### src/rtl/drive_command_conditioner_if.sv
// Signal bundle between the semi-auto front end and its environment.
// The master side drives buttons, detectors and enable; the slave side is the conditioner.
interface drive_command_conditioner_if;
    logic enable;
    logic go_straight_btn;
    logic turn_left_btn;
    logic turn_right_btn;
    logic front_detector_raw;
    logic back_detector_raw;
    logic left_detector_raw;
    logic right_detector_raw;
    logic go_straight_command;
    logic turn_left_command;
    logic turn_right_command;
    logic cmd_conflict;
    logic front_detector;
    logic back_detector;
    logic left_detector;
    logic right_detector;

    modport master (
        output enable,
        output go_straight_btn,
        output turn_left_btn,
        output turn_right_btn,
        output front_detector_raw,
        output back_detector_raw,
        output left_detector_raw,
        output right_detector_raw,
        input  go_straight_command,
        input  turn_left_command,
        input  turn_right_command,
        input  cmd_conflict,
        input  front_detector,
        input  back_detector,
        input  left_detector,
        input  right_detector
    );

    modport slave (
        input  enable,
        input  go_straight_btn,
        input  turn_left_btn,
        input  turn_right_btn,
        input  front_detector_raw,
        input  back_detector_raw,
        input  left_detector_raw,
        input  right_detector_raw,
        output go_straight_command,
        output turn_left_command,
        output turn_right_command,
        output cmd_conflict,
        output front_detector,
        output back_detector,
        output left_detector,
        output right_detector
    );
endinterface

### src/rtl/drive_command_conditioner.sv
// Driver button / obstacle detector front end: 2-flop sync, debounce, one-hot command pulses.
// Define DET_FILTER_EN to also debounce the detectors over DET_FILTER_CYCLES.
module drive_command_conditioner #(
    parameter int DEBOUNCE_CYCLES   = 2000000,
    parameter int CNT_W             = 32,
    parameter int DET_FILTER_CYCLES = 1000
) (
    input logic clk,
    input logic rst_n,
    drive_command_conditioner_if.slave bus
);

    localparam int NB = 3;
    localparam int ND = 4;
    localparam logic [CNT_W-1:0] DB_LAST = CNT_W'(DEBOUNCE_CYCLES - 1);

    // Button bit order: 0 = go_straight, 1 = turn_left, 2 = turn_right.
    // Detector bit order: 0 = front, 1 = back, 2 = left, 3 = right.
    logic [NB-1:0]    btn_raw;
    logic [ND-1:0]    det_raw;
    logic [NB-1:0]    btn_meta;
    logic [NB-1:0]    btn_sync;
    logic [ND-1:0]    det_meta;
    logic [ND-1:0]    det_sync;
    logic [NB-1:0]    btn_stable;
    logic [CNT_W-1:0] btn_cnt [NB];
    logic [NB-1:0]    btn_stable_q;
    logic [NB-1:0]    btn_rise_r;
    logic [NB-1:0]    cmd_q;
    logic             conflict_q;
    logic [ND-1:0]    det_out;

    logic any_rise;
    logic one_rise;
    logic others_held;
    logic grant;
    logic reject;

    if (DEBOUNCE_CYCLES < 1 || (CNT_W < 32 && DEBOUNCE_CYCLES - 1 >= (1 << CNT_W))) begin : g_bad_debounce
        $error("drive_command_conditioner: CNT_W cannot hold DEBOUNCE_CYCLES-1");
    end

    if (DET_FILTER_CYCLES < 1 || (CNT_W < 32 && DET_FILTER_CYCLES - 1 >= (1 << CNT_W))) begin : g_bad_det_window
        $error("drive_command_conditioner: CNT_W cannot hold DET_FILTER_CYCLES-1");
    end

    assign btn_raw = {bus.turn_right_btn, bus.turn_left_btn, bus.go_straight_btn};
    assign det_raw = {bus.right_detector_raw, bus.left_detector_raw,
                      bus.back_detector_raw, bus.front_detector_raw};

    always_ff @(posedge clk or negedge rst_n) begin
        if (!rst_n) begin
            btn_meta <= '0;
            btn_sync <= '0;
            det_meta <= '0;
            det_sync <= '0;
        end else begin
            btn_meta <= btn_raw;
            btn_sync <= btn_meta;
            det_meta <= det_raw;
            det_sync <= det_meta;
        end
    end

    // The counter only runs while the synchronised level disagrees with the accepted one,
    // so any bounce back to the accepted level restarts the window from zero.
    always_ff @(posedge clk or negedge rst_n) begin
        if (!rst_n) begin
            btn_stable <= '0;
            for (int i = 0; i < NB; i++) begin
                btn_cnt[i] <= '0;
            end
        end else begin
            for (int i = 0; i < NB; i++) begin
                if (btn_sync[i] == btn_stable[i]) begin
                    btn_cnt[i] <= '0;
                end else if (btn_cnt[i] == DB_LAST) begin
                    btn_stable[i] <= btn_sync[i];
                    btn_cnt[i]    <= '0;
                end else begin
                    btn_cnt[i] <= btn_cnt[i] + CNT_W'(1);
                end
            end
        end
    end

    always_ff @(posedge clk or negedge rst_n) begin
        if (!rst_n) begin
            btn_stable_q <= '0;
            btn_rise_r   <= '0;
        end else begin
            btn_stable_q <= btn_stable;
            btn_rise_r   <= btn_stable & ~btn_stable_q;
        end
    end

    // btn_stable_q is aligned with btn_rise_r, so a button counts as already held
    // when its level is up without a rise in the same cycle.
    always_comb begin
        any_rise    = |btn_rise_r;
        one_rise    = any_rise && ((btn_rise_r & (btn_rise_r - 3'd1)) == 3'd0);
        others_held = |(btn_stable_q & ~btn_rise_r);
        grant       = bus.enable && one_rise && !others_held;
        reject      = bus.enable && any_rise && !(one_rise && !others_held);
    end

    always_ff @(posedge clk or negedge rst_n) begin
        if (!rst_n) begin
            cmd_q      <= '0;
            conflict_q <= 1'b0;
        end else begin
            cmd_q      <= grant ? btn_rise_r : '0;
            conflict_q <= reject;
        end
    end

`ifdef DET_FILTER_EN
    localparam logic [CNT_W-1:0] DET_LAST = CNT_W'(DET_FILTER_CYCLES - 1);

    logic [ND-1:0]    det_stable;
    logic [CNT_W-1:0] det_cnt [ND];

    always_ff @(posedge clk or negedge rst_n) begin
        if (!rst_n) begin
            det_stable <= '0;
            for (int i = 0; i < ND; i++) begin
                det_cnt[i] <= '0;
            end
        end else begin
            for (int i = 0; i < ND; i++) begin
                if (det_sync[i] == det_stable[i]) begin
                    det_cnt[i] <= '0;
                end else if (det_cnt[i] == DET_LAST) begin
                    det_stable[i] <= det_sync[i];
                    det_cnt[i]    <= '0;
                end else begin
                    det_cnt[i] <= det_cnt[i] + CNT_W'(1);
                end
            end
        end
    end

    assign det_out = det_stable;
`else
    assign det_out = det_sync;
`endif

    assign bus.go_straight_command = cmd_q[0];
    assign bus.turn_left_command   = cmd_q[1];
    assign bus.turn_right_command  = cmd_q[2];
    assign bus.cmd_conflict        = conflict_q;
    assign bus.front_detector      = det_out[0];
    assign bus.back_detector       = det_out[1];
    assign bus.left_detector       = det_out[2];
    assign bus.right_detector      = det_out[3];

endmodule

### src/flat_wrapper.sv
// flat-port wrapper written by rule: the top's interface ports become plain ports
module drive_command_conditioner_flat 
#(
    parameter int DEBOUNCE_CYCLES   = 2000000,
    parameter int CNT_W             = 32,
    parameter int DET_FILTER_CYCLES = 1000
)
  (clk, rst_n, bus_enable, bus_go_straight_btn, bus_turn_left_btn, bus_turn_right_btn, bus_front_detector_raw, bus_back_detector_raw, bus_left_detector_raw, bus_right_detector_raw, bus_go_straight_command, bus_turn_left_command, bus_turn_right_command, bus_cmd_conflict, bus_front_detector, bus_back_detector, bus_left_detector, bus_right_detector);
  drive_command_conditioner_if bus_i ();
  input logic clk;
  input logic rst_n;
  input wire logic [$bits(bus_i.enable)-1:0] bus_enable;
  input wire logic [$bits(bus_i.go_straight_btn)-1:0] bus_go_straight_btn;
  input wire logic [$bits(bus_i.turn_left_btn)-1:0] bus_turn_left_btn;
  input wire logic [$bits(bus_i.turn_right_btn)-1:0] bus_turn_right_btn;
  input wire logic [$bits(bus_i.front_detector_raw)-1:0] bus_front_detector_raw;
  input wire logic [$bits(bus_i.back_detector_raw)-1:0] bus_back_detector_raw;
  input wire logic [$bits(bus_i.left_detector_raw)-1:0] bus_left_detector_raw;
  input wire logic [$bits(bus_i.right_detector_raw)-1:0] bus_right_detector_raw;
  output wire logic [$bits(bus_i.go_straight_command)-1:0] bus_go_straight_command;
  output wire logic [$bits(bus_i.turn_left_command)-1:0] bus_turn_left_command;
  output wire logic [$bits(bus_i.turn_right_command)-1:0] bus_turn_right_command;
  output wire logic [$bits(bus_i.cmd_conflict)-1:0] bus_cmd_conflict;
  output wire logic [$bits(bus_i.front_detector)-1:0] bus_front_detector;
  output wire logic [$bits(bus_i.back_detector)-1:0] bus_back_detector;
  output wire logic [$bits(bus_i.left_detector)-1:0] bus_left_detector;
  output wire logic [$bits(bus_i.right_detector)-1:0] bus_right_detector;
  assign bus_i.enable = bus_enable;
  assign bus_i.go_straight_btn = bus_go_straight_btn;
  assign bus_i.turn_left_btn = bus_turn_left_btn;
  assign bus_i.turn_right_btn = bus_turn_right_btn;
  assign bus_i.front_detector_raw = bus_front_detector_raw;
  assign bus_i.back_detector_raw = bus_back_detector_raw;
  assign bus_i.left_detector_raw = bus_left_detector_raw;
  assign bus_i.right_detector_raw = bus_right_detector_raw;
  assign bus_go_straight_command = bus_i.go_straight_command;
  assign bus_turn_left_command = bus_i.turn_left_command;
  assign bus_turn_right_command = bus_i.turn_right_command;
  assign bus_cmd_conflict = bus_i.cmd_conflict;
  assign bus_front_detector = bus_i.front_detector;
  assign bus_back_detector = bus_i.back_detector;
  assign bus_left_detector = bus_i.left_detector;
  assign bus_right_detector = bus_i.right_detector;
  drive_command_conditioner #(.DEBOUNCE_CYCLES(DEBOUNCE_CYCLES), .CNT_W(CNT_W), .DET_FILTER_CYCLES(DET_FILTER_CYCLES)) u_core (.clk(clk), .rst_n(rst_n), .bus(bus_i));
endmodule
### config.mk
export PLATFORM = sky130hd
export DESIGN_NAME = drive_command_conditioner_flat
export DESIGN_NICKNAME = d
export VERILOG_FILES = /design/src/rtl/drive_command_conditioner_if.sv /design/src/rtl/drive_command_conditioner.sv /design/src/flat_wrapper.sv
export SDC_FILE = /design/constraint.sdc
export NUM_CORES = 1
export LEC_CHECK = 0
export BUFFER_PORTS_ARGS = -buffer_cell sky130_fd_sc_hd__buf_4
export CORE_UTILIZATION = 55
export CTS_CLUSTER_SIZE = 20
export DETAILED_ROUTE_END_ITERATION = 6
export PLACE_DENSITY = 0.75
export REMOVE_ABC_BUFFERS = 1
export SLEW_MARGIN = 20
export SYNTH_ARGS = -nofsm -noshare
export SYNTH_HDL_FRONTEND = slang
export SYNTH_SLANG_ARGS = --single-unit
### constraint.sdc
create_clock -name clk -period 2.4 [get_ports clk]
set_clock_uncertainty 0.05 [all_clocks]
set_input_delay 0.24 -clock clk [delete_from_list [all_inputs] [get_ports clk]]
set_output_delay 0.24 -clock clk [all_outputs]
set_load 0.01 [all_outputs]
==> impl_results.md <==
* Total global-route track usage at 0.250
* Met1 usage at 0.329
* Final Cell Area at 6920 um^2
* Post-synth top flop: dfrtp_1
* Avg Inst Size Synth at 9.91 um^2
* Register bit total from synthesis at 123
* Number of core rows at 37
* Initial antenna violation count at 0
* Hpwl dp at 8070 um
* Slew Viols, Final at 0
* GRT overflow at 0
* Commonest non-fill, non-tap cell in the layout: dfrtp_1
* CTS root buf: clkbuf_8
* Fmax at 0.450 GHz
* Met2 Track Usage GR at 0.398
* Core area at 10,400 um^2
* Critical Path AT at 2620 ps
* Post-route ant nets at 0
* Critical Path RT at 2800 ps
* Worst skew pair latency at 530 ps
* GRT busiest layer: met2
* H-tree depth at 4
* Clock buffer depth at 2
* DR WL/cell at 16.2 um
* Fin crit period at 2220 ps
* Hold_ws at 92.1 ps
* Peak supply drop at 0.541 mV
* Vias in the first global route at 4,754
* Max-slew headroom at 0.682
* Clock Sinks at 123
* # diodes at 0
* Fin. Hold Viols at 0
* Crit. End Element: flop
* Part of the Yosys area used for sequential elements at 0.523
* Largest net degree at the start of global routing at 70
* Status: finished, final reports clean
* Post-synth cell types at 36
* Fin crit share at 0.926
* Fin nets at 637
* Fillcell total at 840
* CTS tree: yes
* Leakage at 2.81 nW
* DP Worst Slack at 219 ps
* First-pass GRT wire length at 22,000 um
* # setup viols final at 0
* Commonest non-fill, non-tap cells in the layout: dfrtp_1 (123), a21oi_1 (52), nor2_1 (50)
* Max cap viols at 0
* Yosys warning total at 0
* Share of layout cells above drive strength 1 at 0.115
* Power density cells at 713 nW/um^2
* Setup ws final at 177 ps
* Drt pass-1 iters at 5
* Async set-or-reset flop fraction in the synthesized netlist at 1.00
* HP Class: primary input to asynchronous set/reset pin
* Global routing usage on met3 at 0.0600
* CP max FO at 9
* Post-synth EDFFs at 0
* Initial Util at 0.568
* Cells after Synth at 594
* Die width at 105 um
* Area Growth Syn to Fin at 17.5%
* Startpoint types: flop
* Total number of vias at 4,839
* Total die area at 11,100 um^2
* RSZ-0062 raised after global routing: no
* Drt initial violations at 308
* Inserted Clock Buffers at 17
* Final WL at 12,600 um
* Vias per cell at 6.26
* Cell Area, Synth at 5890 um^2
* DRC viols at 0
* GPL Wtd Cong at 0.835
* Port bufs at 17
* Top-Level Pins at 18
* Die Height at 105 um
* Setup CP Type: flop to flop
* Tightest Pin Transition at 473 ps
* CTS clk-pin slew, worst paths at 60 ps
* Placement Cell Area at 6200 um^2
power breakdown:
group          switching, mW  internal (mW)
clock                  0.979           1.70
combinational         0.0871         0.0496
sequential            0.0182           2.10
what timing repair did:
action | CTS | global route
setup buffers | 0 | 0
hold buffers | 9 | 0
hold endpoints to repair | 99 | 0
resized for setup | 0 | 0
state kept, by name, indices dropped and copies added, names as in the netlist:
name                     count
u_core.btn_stable            3
u_core.btn_cnt              96
u_core.btn_sync              3
u_core.btn_stable_q          3
u_core.cmd_q                 3
u_core.det_out               4
u_core.bus.cmd_conflict      1
u_core.det_meta              4
u_core.btn_rise_r            3
u_core.btn_meta              3
path summary, 6_finish.rpt:
kind	from	end	slack [ps]	depth (start not counted)
max in group asynchronous	rst_n	u_core.btn_cnt[27]	1450	3
max	u_core.btn_cnt[0]	u_core.btn_cnt[30]	180	5
min reg2reg	u_core.btn_meta[0]	u_core.btn_sync[0]	300	0
max reg2reg	u_core.btn_cnt[0]	u_core.btn_cnt[30]	180	5
min in group clk	u_core.btn_meta[0]	u_core.btn_sync[0]	300	0
min	rst_n	u_core.btn_cnt[88]	90	2
area by class of cell:
cell class	count	area, um^2	share of cell area
multi-input cells	435	2690	0.388
clock inverters	15	214	0.0309
clock buffers	17	414	0.0598
inverters	8	30.0	0.00434
repair buffers	39	328	0.0474
flip-flops and latches	123	3080	0.445
well taps	136	170	0.0246
synthesized netlist by cell type, types with 3 or more instances:
cell type / count / area share
or3_1: 20 / 0.021
o21ai_0: 21 / 0.018
nor2b_1: 3 / 0.0032
nor4b_1: 3 / 0.0045
nand3_1: 34 / 0.029
ha_1: 3 / 0.0064
inv_1: 8 / 0.0051
xnor2_1: 17 / 0.025
clkbuf_1: 16 / 0.010
and3_1: 12 / 0.013
nor4_1: 15 / 0.016
mux2_2: 3 / 0.0057
or4_1: 31 / 0.040
and4_1: 17 / 0.025
nor3_1: 7 / 0.0059
dfrtp_1: 123 / 0.52
xor2_1: 24 / 0.036
o31ai_1: 32 / 0.041
buf_2: 10 / 0.0085
a21oi_1: 52 / 0.044
nor2_1: 50 / 0.032
and2_1: 8 / 0.0085
nand2_1: 36 / 0.023
nand4_1: 32 / 0.034
cells by family (layout without fill, tap and decap cells):
| kind of cell | after synthesis | in the layout | synth area share |
|---|---|---|---|
| simple gates | 278 | 278 | 0.269 |
| compound gates | 110 | 110 | 0.110 |
| flops | 123 | 123 | 0.523 |
| fa+ha+maj | 3 | 3 | 0.00637 |
| buf+inv | 36 | 79 | 0.0253 |
| xor+xnor | 41 | 41 | 0.0610 |
| mux | 3 | 3 | 0.00574 |
critical path, cell delays in order (launching register included):
cell and delay, ps:
dfrtp_1 400, ha_1 250, nand4_1 150, or4_1 690
or4_1 450, a21oi_1 150
metrics by stage:
| step | std cells | total power [mW] | TNS, ps | util |
|---|---|---|---|---|
| 3_3_place_gp | 732 | 2.28 | 0 | 0.598 |
| 2_1_floorplan | 566 | 2.19 | -57320 | - |
| 3_5_place_dp | 732 | 2.28 | 0 | 0.598 |
| 5_1_grt | 773 | 5.11 | 0 | 0.667 |
| 4_1_cts | 773 | 4.99 | 0 | 0.667 |
| 6_report | 773 | 4.94 | 0 | 0.667 |
per-layer routing:
layer,vias to the layer above,share of wire,wire (um)
met5,-,0,0
met4,0,0.015,184
met3,26,0.041,519
met2,115,0.49,6140
met1,2405,0.45,5710
li1,2293,-,-
(Power assumes the default switching activity.)
